<file path="src/rtl/rr_request_agent.sv">
// rr_request_agent
//
// Client-side companion of a 4-way round-robin fixed-time-slice arbiter.
// Each client keeps a count of queued jobs; every job consumes exactly one
// uninterrupted grant slot of SLOT cycles and is retired when that slot
// completes. The agent also watches the grant vector for protocol
// violations and records them in sticky error flags.
//
// Ports
//   clk          clock, all state changes on the rising edge
//   rst          asynchronous active-high reset
//   push[N]      per-client: enqueue one job this cycle
//   full[N]      per-client: pending count at its maximum (2^CW-1)
//   req[N]       to arbiter: client has at least one pending job
//   gnt[N]       from arbiter: grant vector
//   done[N]      per-client one-cycle pulse: a job retired on the last edge
//   busy[N]      per-client: currently inside a grant slot
//   clr_err      synchronous clear of all sticky error flags
//   err_multi    sticky: more than one grant bit set
//   err_spurious sticky: grant to a client with nothing pending
//   err_short    sticky: grant removed before the slot completed
//   err_ovf      sticky: push dropped because the client was full

module rr_request_agent #(
  parameter int N    = 4,
  parameter int CW   = 3,
  parameter int SLOT = 4
) (
  input  logic         clk,
  input  logic         rst,
  input  logic [N-1:0] push,
  output logic [N-1:0] full,
  output logic [N-1:0] req,
  input  logic [N-1:0] gnt,
  output logic [N-1:0] done,
  output logic [N-1:0] busy,
  input  logic         clr_err,
  output logic         err_multi,
  output logic         err_spurious,
  output logic         err_short,
  output logic         err_ovf
);

  // Hold counter needs to reach SLOT-1; keep at least one bit for SLOT=1.
  localparam int HW = (SLOT > 1) ? $clog2(SLOT) : 1;
  localparam logic [CW-1:0] PMAX  = '1;
  localparam logic [HW-1:0] HLAST = HW'(SLOT - 1);

  logic [N-1:0][CW-1:0] pending_q;
  logic [N-1:0][CW-1:0] pending_d;
  logic [N-1:0][HW-1:0] hold_q;
  logic [N-1:0][HW-1:0] hold_d;
  logic [N-1:0]         retire;
  logic [N-1:0]         spur_hit;
  logic [N-1:0]         short_hit;
  logic [N-1:0]         ovf_hit;
  logic                 multi_hit;

  // Per-client next-state logic. A granted client with work advances its
  // hold count and retires a job on the last cycle of the slot. A grant that
  // disappears mid-slot abandons the slot without retiring the job, so the
  // job stays pending and will be re-served by a later full slot. A retire
  // frees one entry in the same cycle, which is why a push into a full
  // client is still accepted when it coincides with a retire.
  always_comb begin
    full      = '0;
    req       = '0;
    busy      = '0;
    retire    = '0;
    spur_hit  = '0;
    short_hit = '0;
    ovf_hit   = '0;
    pending_d = pending_q;
    hold_d    = hold_q;
    for (int i = 0; i < N; i++) begin
      full[i] = (pending_q[i] == PMAX);
      req[i]  = (pending_q[i] != '0);
      busy[i] = (hold_q[i] != '0);

      spur_hit[i]  = gnt[i] && !req[i];
      short_hit[i] = !gnt[i] && busy[i];
      retire[i]    = gnt[i] && req[i] && (hold_q[i] == HLAST);
      ovf_hit[i]   = push[i] && full[i] && !retire[i];

      if (gnt[i] && req[i]) begin
        hold_d[i] = retire[i] ? '0 : hold_q[i] + HW'(1);
      end else if (short_hit[i]) begin
        hold_d[i] = '0;
      end

      if (push[i] && !ovf_hit[i] && !retire[i]) begin
        pending_d[i] = pending_q[i] + CW'(1);
      end else if (retire[i] && !push[i]) begin
        pending_d[i] = pending_q[i] - CW'(1);
      end
    end
  end

  // Clearing the lowest set bit leaves something only if two or more bits
  // were set, which flags a multi-grant without a full popcount.
  assign multi_hit = |(gnt & (gnt - N'(1)));

  // Job counters, slot counters and the registered retire pulse.
  always_ff @(posedge clk or posedge rst) begin
    if (rst) begin
      pending_q <= '0;
      hold_q    <= '0;
      done      <= '0;
    end else begin
      pending_q <= pending_d;
      hold_q    <= hold_d;
      done      <= retire;
    end
  end

  // Sticky protocol error flags: a new error in the same cycle as clr_err
  // takes priority so that no violation is ever lost.
  always_ff @(posedge clk or posedge rst) begin
    if (rst) begin
      err_multi    <= 1'b0;
      err_spurious <= 1'b0;
      err_short    <= 1'b0;
      err_ovf      <= 1'b0;
    end else begin
      err_multi    <= multi_hit     ? 1'b1 : (clr_err ? 1'b0 : err_multi);
      err_spurious <= (|spur_hit)   ? 1'b1 : (clr_err ? 1'b0 : err_spurious);
      err_short    <= (|short_hit)  ? 1'b1 : (clr_err ? 1'b0 : err_short);
      err_ovf      <= (|ovf_hit)    ? 1'b1 : (clr_err ? 1'b0 : err_ovf);
    end
  end

endmodule

</file>
<file path="config.mk">
export PLATFORM = sky130hd
export DESIGN_NAME = rr_request_agent
export DESIGN_NICKNAME = d
export VERILOG_FILES = /design/src/rtl/rr_request_agent.sv
export SDC_FILE = /design/constraint.sdc
export NUM_CORES = 1
export LEC_CHECK = 0
export ABC_CLOCK_PERIOD_IN_PS = 3030
export CORE_MARGIN = 4
export CORE_UTILIZATION = 55
export CTS_CLUSTER_SIZE = 20
export DETAILED_ROUTE_END_ITERATION = 6
export PLACE_DENSITY = 0.8
export SKIP_CTS_REPAIR_TIMING = 1
export SLEW_MARGIN = 10
export SYNTH_ARGS = -nofsm -noshare
export SYNTH_HDL_FRONTEND = slang
export SYNTH_SLANG_ARGS = --single-unit
</file>
<file path="constraint.sdc">
create_clock -name clk -period 3.03 [get_ports clk]
set_clock_uncertainty 0.1 [all_clocks]
set_input_delay 0.606 -clock clk [delete_from_list [all_inputs] [get_ports clk]]
set_output_delay 0.606 -clock clk [all_outputs]
set_load 0.05 [all_outputs]
</file>
==> results.yml, run 1 <==
die:
  rows: 22
  die_area_um2: 5067
  fp.dieW_um: 71.19
  fp.dieH_um: 71.19
  coreArea_um2: 3771
  num_io_pins: 31
  initial_utilization_pct: 58.23
clock_tree:
  clk_pin_slew_ns: 0.09
  h-tree-depth: 1
  cts-root-buf: "clkbuf_8"
  cts_tree: "yes"
  cts.path.max_buffers: 2
  insertion_delay_ns: 0.27
  numCtsBuffers: 3
  cts.sinks: 28
setup_path:
  arrival_ns: 1.99
  criticalPathCategory: "flop to output port"
  cp_max_fo: 13
  worstPathRequired_ns: 2.32
  startpoint_type: "flop"
  endpoint_kind: "output port"
logic_synthesis:
  syn_area_um2: 2196
  ys_types: 50
  synthArstFlopShare_pct: 100.0
  yosysSeqAreaShare_pct: 31.91
  dominantRegCellSynth: "dfrtp_1"
  synth_edf_count: 0
  synth_seq_cells: 28
  syn_area_per_cell_um2: 8.446
  synth_nets: 283
  yosys_warnings: 0
  synth_cells: 260
routing:
  viasPerCell: 6.123
  wl_per_cell_um: 14.13
  drt_pass1_iterations: 4
  drc_errors: 0
  via_count: 2039
  wl_um: 4705
  ant_nets: 0
  drtIter0Drc: 171
sta:
  fin_ws_ns: 0.3359
  tightest_slew_ns: 0.5105
  finalHoldViolations: 0
  timing.hold.ws_ns: 0.4328
  min_period_ns: 2.694
  fmax_ghz: 0.3712
  finalMaxSlewViolations: 0
  rsz0062_at_grt: "false"
  fin_crit_sh_pct: 88.92
  slew_headroom_pct: 65.86
  fin_setup_tns_ns: 0
  setup_viol: 0
pwr:
  peakVddDrop_mv: 0.6140
  leakagePower_nw: 1.105
  switching_share_pct: 50.39
  p_switching_w: 0.001321
  combinationalPowerShare_pct: 59.8
  seq_power_share_pct: 31.4
  p_per_area_nw_per_um2: 1013
  p_int_w: 0.001300
  p_clk_share_pct: 8.8
layout:
  layout_commonest_cell: "clkdlybuf4s50_1"
  syn2layout_area_growth_pct: 17.78
  finalNonFillerCells: 333
  final_layout_size_suffix_gt1_share_pct: 9.474
  diodes: 0
  final_core_util_pct: 68.58
  fin_nets: 309
  mostFrequentLayoutCells: "clkdlybuf4s50_1, dfrtp_1, inv_1"
global_routing:
  grt_max_degree: 29
  antenna_found_initial: 0
  grt_pass1_wl_um: 8211
  grt_use_total_pct: 19.57
  grt_pass1_vias: 1819
  grt_overflow: 0
outcome:
  status: "completed"
place:
  dp_cells: 329
  dp_hpwl_um: 3512
  gp_congestion: 0.8213
  io_buffer_count: 30
  dp_slack_ns: 0.1925
worst_hold_path:
  min_path_type: "flop to flop"
job:
  maxCapViolCount: 0
## metal layers
metal | track usage (%) | vias up | wire (um)
met1 | 27.62 | 969 | 2158
met5 | 0 | - | 0
met3 | 1.989 | 6 | 238
met2 | 31.02 | 59 | 2244
li1 | - | 1005 | -
met4 | 7.098 | 0 | 63
## cell type report
type / instances / area (um^2)
clock buffer: 4 / 55.05
fill: 307 / 1185
inverter: 27 / 101.3
multi-input combinational: 183 / 1271
sequential: 28 / 700.7
tap: 48 / 60.06
timing repair buffer: 43 / 397.9
## Yosys cell counts (2+ instances only)
cell type	n	area share (%)
nand2_1	21	3.6
nand4_1	5	1.4
o21ai_1	6	1.4
a311oi_1	3	1.2
a21oi_1	11	2.5
ha_1	8	4.6
and2_1	4	1.1
nor3_2	2	0.91
o41ai_1	2	0.80
clkbuf_1	4	0.68
or3b_1	4	1.6
buf_4	2	0.68
fa_1	4	3.6
o21ai_0	17	3.9
nor3_1	3	0.68
o32ai_1	2	0.80
and3_1	6	1.7
inv_1	27	4.6
a32oi_1	7	2.8
mux2i_1	2	0.91
o221ai_1	3	1.2
buf_2	14	3.2
buf_6	2	1.0
a32o_1	4	1.8
a221oi_1	6	2.4
nor3_4	2	1.5
nor2_1	17	2.9
a21o_1	3	1.0
nand3_1	8	1.8
o22ai_1	7	2.0
o211ai_1	3	1.0
dfrtp_1	28	32
nand4b_1	2	0.80
o31ai_1	3	1.0
nand3b_1	3	1.0
## through the flow
step / power (W) / instance area [um^2]
2_1_floorplan: 0.002009 / 2196
3_3_place_gp: 0.002336 / 2531
3_5_place_dp: 0.002395 / 2531
4_1_cts: 0.002630 / 2586
5_1_grt: 0.002837 / 2586
6_report: 0.002621 / 2586
## sequential cells by signal (all words and copies together), names as in the netlist
| register | count |
|---|---|
| err_short | 1 |
| err_spurious | 1 |
| err_multi | 1 |
| hold_q | 8 |
| done | 4 |
| err_ovf | 1 |
| pending_q | 12 |
## cell families (layout without fill, tap and decap cells)
kind of cell	count (synthesis)	count (layout)	share of synthesized area, %
flops	28	28	31.91
buf+inv	49	74	10.20
fa+ha+maj	13	13	8.661
simple gates	83	83	20.97
compound gates	83	83	26.33
mux	4	4	1.937
## worst max-delay path, cell delays in order, from the launching register on
cell	delay, ns
dfrtp_1	0.64
and3_2	0.27
clkdlybuf4s50_1	0.80
## path summary, 6_finish.rpt
check / from / to / slack (ns) / cells past startpoint
max: pending_q[7] / full[2] / 0.34 / 2
min: hold_q[1] / hold_q[1] / 0.43 / 1
max reg2reg: pending_q[8] / pending_q[7] / 0.38 / 7
min reg2reg: hold_q[1] / hold_q[1] / 0.43 / 1
max in group asynchronous: rst / pending_q[11] / 1.96 / 3
min in group asynchronous: rst / pending_q[2] / 0.61 / 3
## power groups by stage
stage,sequential (W),combinational [W],clock (W)
after CTS,0.000817,0.00157,0.000238
after global routing,0.000864,0.00172,0.000256
after detailed placement,0.000825,0.00157,0
after global placement,0.000816,0.00152,0
after floorplan,0.000751,0.00126,0
final,0.000823,0.00157,0.000231
Power figures use the tool's default switching activity.
==> run 2: changes to the inputs <==
CORE_ASPECT_RATIO = 1.5   (was default)
GPL_ROUTABILITY_DRIVEN = 0   (was default)
==> run 2 against run 1 <==
Clock power up 5%. Register-to-register slack improved by 0.07 ns. Fmax is 0.71% lower. First-iteration DRC count shrank 39%. Critical path depth grew 2. Power rose by 2.2%. Critical path type unchanged. Critical endpoint is now req[2]. Largest cell class unchanged.
==> results.yml, run 2 (same netlist as run 1, synthesis figures left out) <==
place:
  io_buffer_count: 30
  dpl_cell_area_um2: 2555
  dp_hpwl_um: 3664
die:
  die_area_um2: 5088
  num_io_pins: 31
  fp.dieW_um: 59.59
  coreArea_um2: 3750
  rows: 27
  initial_utilization_pct: 58.56
  fp.dieH_um: 85.39
clock_tree:
  clk_pin_slew_ns: 0.10
  insertion_delay_ns: 0.28
  cts.sinks: 28
  cts.path.max_buffers: 2
  cts_tree: "yes"
  cts-root-buf: "clkbuf_8"
  numCtsBuffers: 3
  h-tree-depth: 1
layout:
  layout_commonest_cell: "clkdlybuf4s50_1"
  syn2layout_area_growth_pct: 18.86
  fill_cells: 303
  largest_registers: "pending_q x12, hold_q x8, done x4"
  fin_nets: 313
  mostFrequentLayoutCells: "clkdlybuf4s50_1, dfrtp_1, inv_1"
  final_layout_size_suffix_gt1_share_pct: 10.73
  diodes: 0
  regMostFlops: "pending_q"
  largest_reg_flops: 12
  multi_input_area_um2: 1271
  final_area_um2: 2610
  regArea_um2: 700.7
sta:
  fin_crit_sh_pct: 89.56
  fmax_ghz: 0.3685
  min_period_ns: 2.714
  tightest_slew_ns: 0.4990
  finalMaxSlewViolations: 0
  setup_viol: 0
  rsz0062_at_grt: "false"
  slew_headroom_pct: 66.63
  finalHoldViolations: 0
  fin_setup_tns_ns: 0
setup_path:
  worstPathRequired_ns: 2.32
  endpoint_kind: "output port"
  slowest_stage: "clkdlybuf4s50_1"
  worstPathCellList: "nor3_4 > buf_4 > inv_1 > clkdlybuf4s50_1"
  criticalPathCategory: "flop to output port"
  cp_top_family: "buffers and inverters"
  arrival_ns: 2.01
  crit_buf_inv: 3
  cp_max_fo: 13
  slowest_delay_ns: 0.79
  startpoint_type: "flop"
routing:
  drt_pass1_iterations: 4
  via_count: 2061
  drtIter0Drc: 105
  wl_per_cell_um: 14.87
  wl_um: 4936
  ant_nets: 0
  drc_errors: 0
  viasPerCell: 6.208
global_routing:
  grt_pass1_wl_um: 8376
  grt_use_total_pct: 20.31
  antenna_found_initial: 0
  grt_overflow: 0
  grt_max_degree: 29
  grt_pass1_vias: 1936
outcome:
  status: "completed"
pwr:
  leakagePower_nw: 1.123
  peakVddDrop_mv: 0.8092
  p_per_area_nw_per_um2: 1027
worst_hold_path:
  min_path_type: "flop to flop"
job:
  maxCapViolCount: 0
run 2: changes by cell type in the layout (fill, tap and decap cells not counted):
cell / change
buf_4: +4
run 2: cell type report:
class	count	area share, %
Sequential cell	28	26.85
Clock buffer	4	2.109
Multi-Input combinational cell	183	48.71
Inverter	27	3.883
Tap cell	43	2.061
Timing Repair Buffer	47	16.40
run 2: worst paths after layout:
path,depth (start not counted),endpoint,start,slack (ns)
max,4,req[2],pending_q[7],0.32
min,1,hold_q[6],hold_q[6],0.43
max reg2reg,7,pending_q[10],pending_q[11],0.45
min reg2reg,1,hold_q[6],hold_q[6],0.43
max in group asynchronous,3,hold_q[3],rst,1.97
min in group asynchronous,3,pending_q[2],rst,0.59
run 2: routing by layer:
layer  global-route usage, %  routed length [um]  vias to the layer above
met2                   35.02                2571                       50
met3                   2.131                 178                        6
met1                   26.29                2125                      994
met4                   5.645                  60                        0
met5                       0                   0                        -
li1                        -                   -                     1011
run 2: power by group:
part           total (W)  leakage, nW  switching, W  internal (W)
Sequential      0.000767        0.329      0.000246      0.000521
Clock           0.000243       0.0288      0.000126      0.000117
Combinational    0.00167        0.766      0.000974      0.000696
Total            0.00268         1.12       0.00135       0.00133
run 2: metrics by stage:
| step | util [%] | cells | hold WS, ns | total power (W) | worst slack [ns] |
|---|---|---|---|---|---|
| 6_report | 69.60 | 332 | 0.4284 | 0.002680 | 0.3165 |
| 5_1_grt | 69.60 | 332 | 0.4557 | 0.002889 | 0.2183 |
| 2_1_floorplan | - | 260 | 0.3809 | 0.002009 | 0.4334 |
| 3_3_place_gp | 68.13 | 328 | 0.3951 | 0.002394 | 0.2705 |
| 4_1_cts | 69.60 | 332 | 0.4245 | 0.002678 | 0.3187 |
| 3_5_place_dp | 68.13 | 328 | 0.4169 | 0.002439 | 0.2244 |
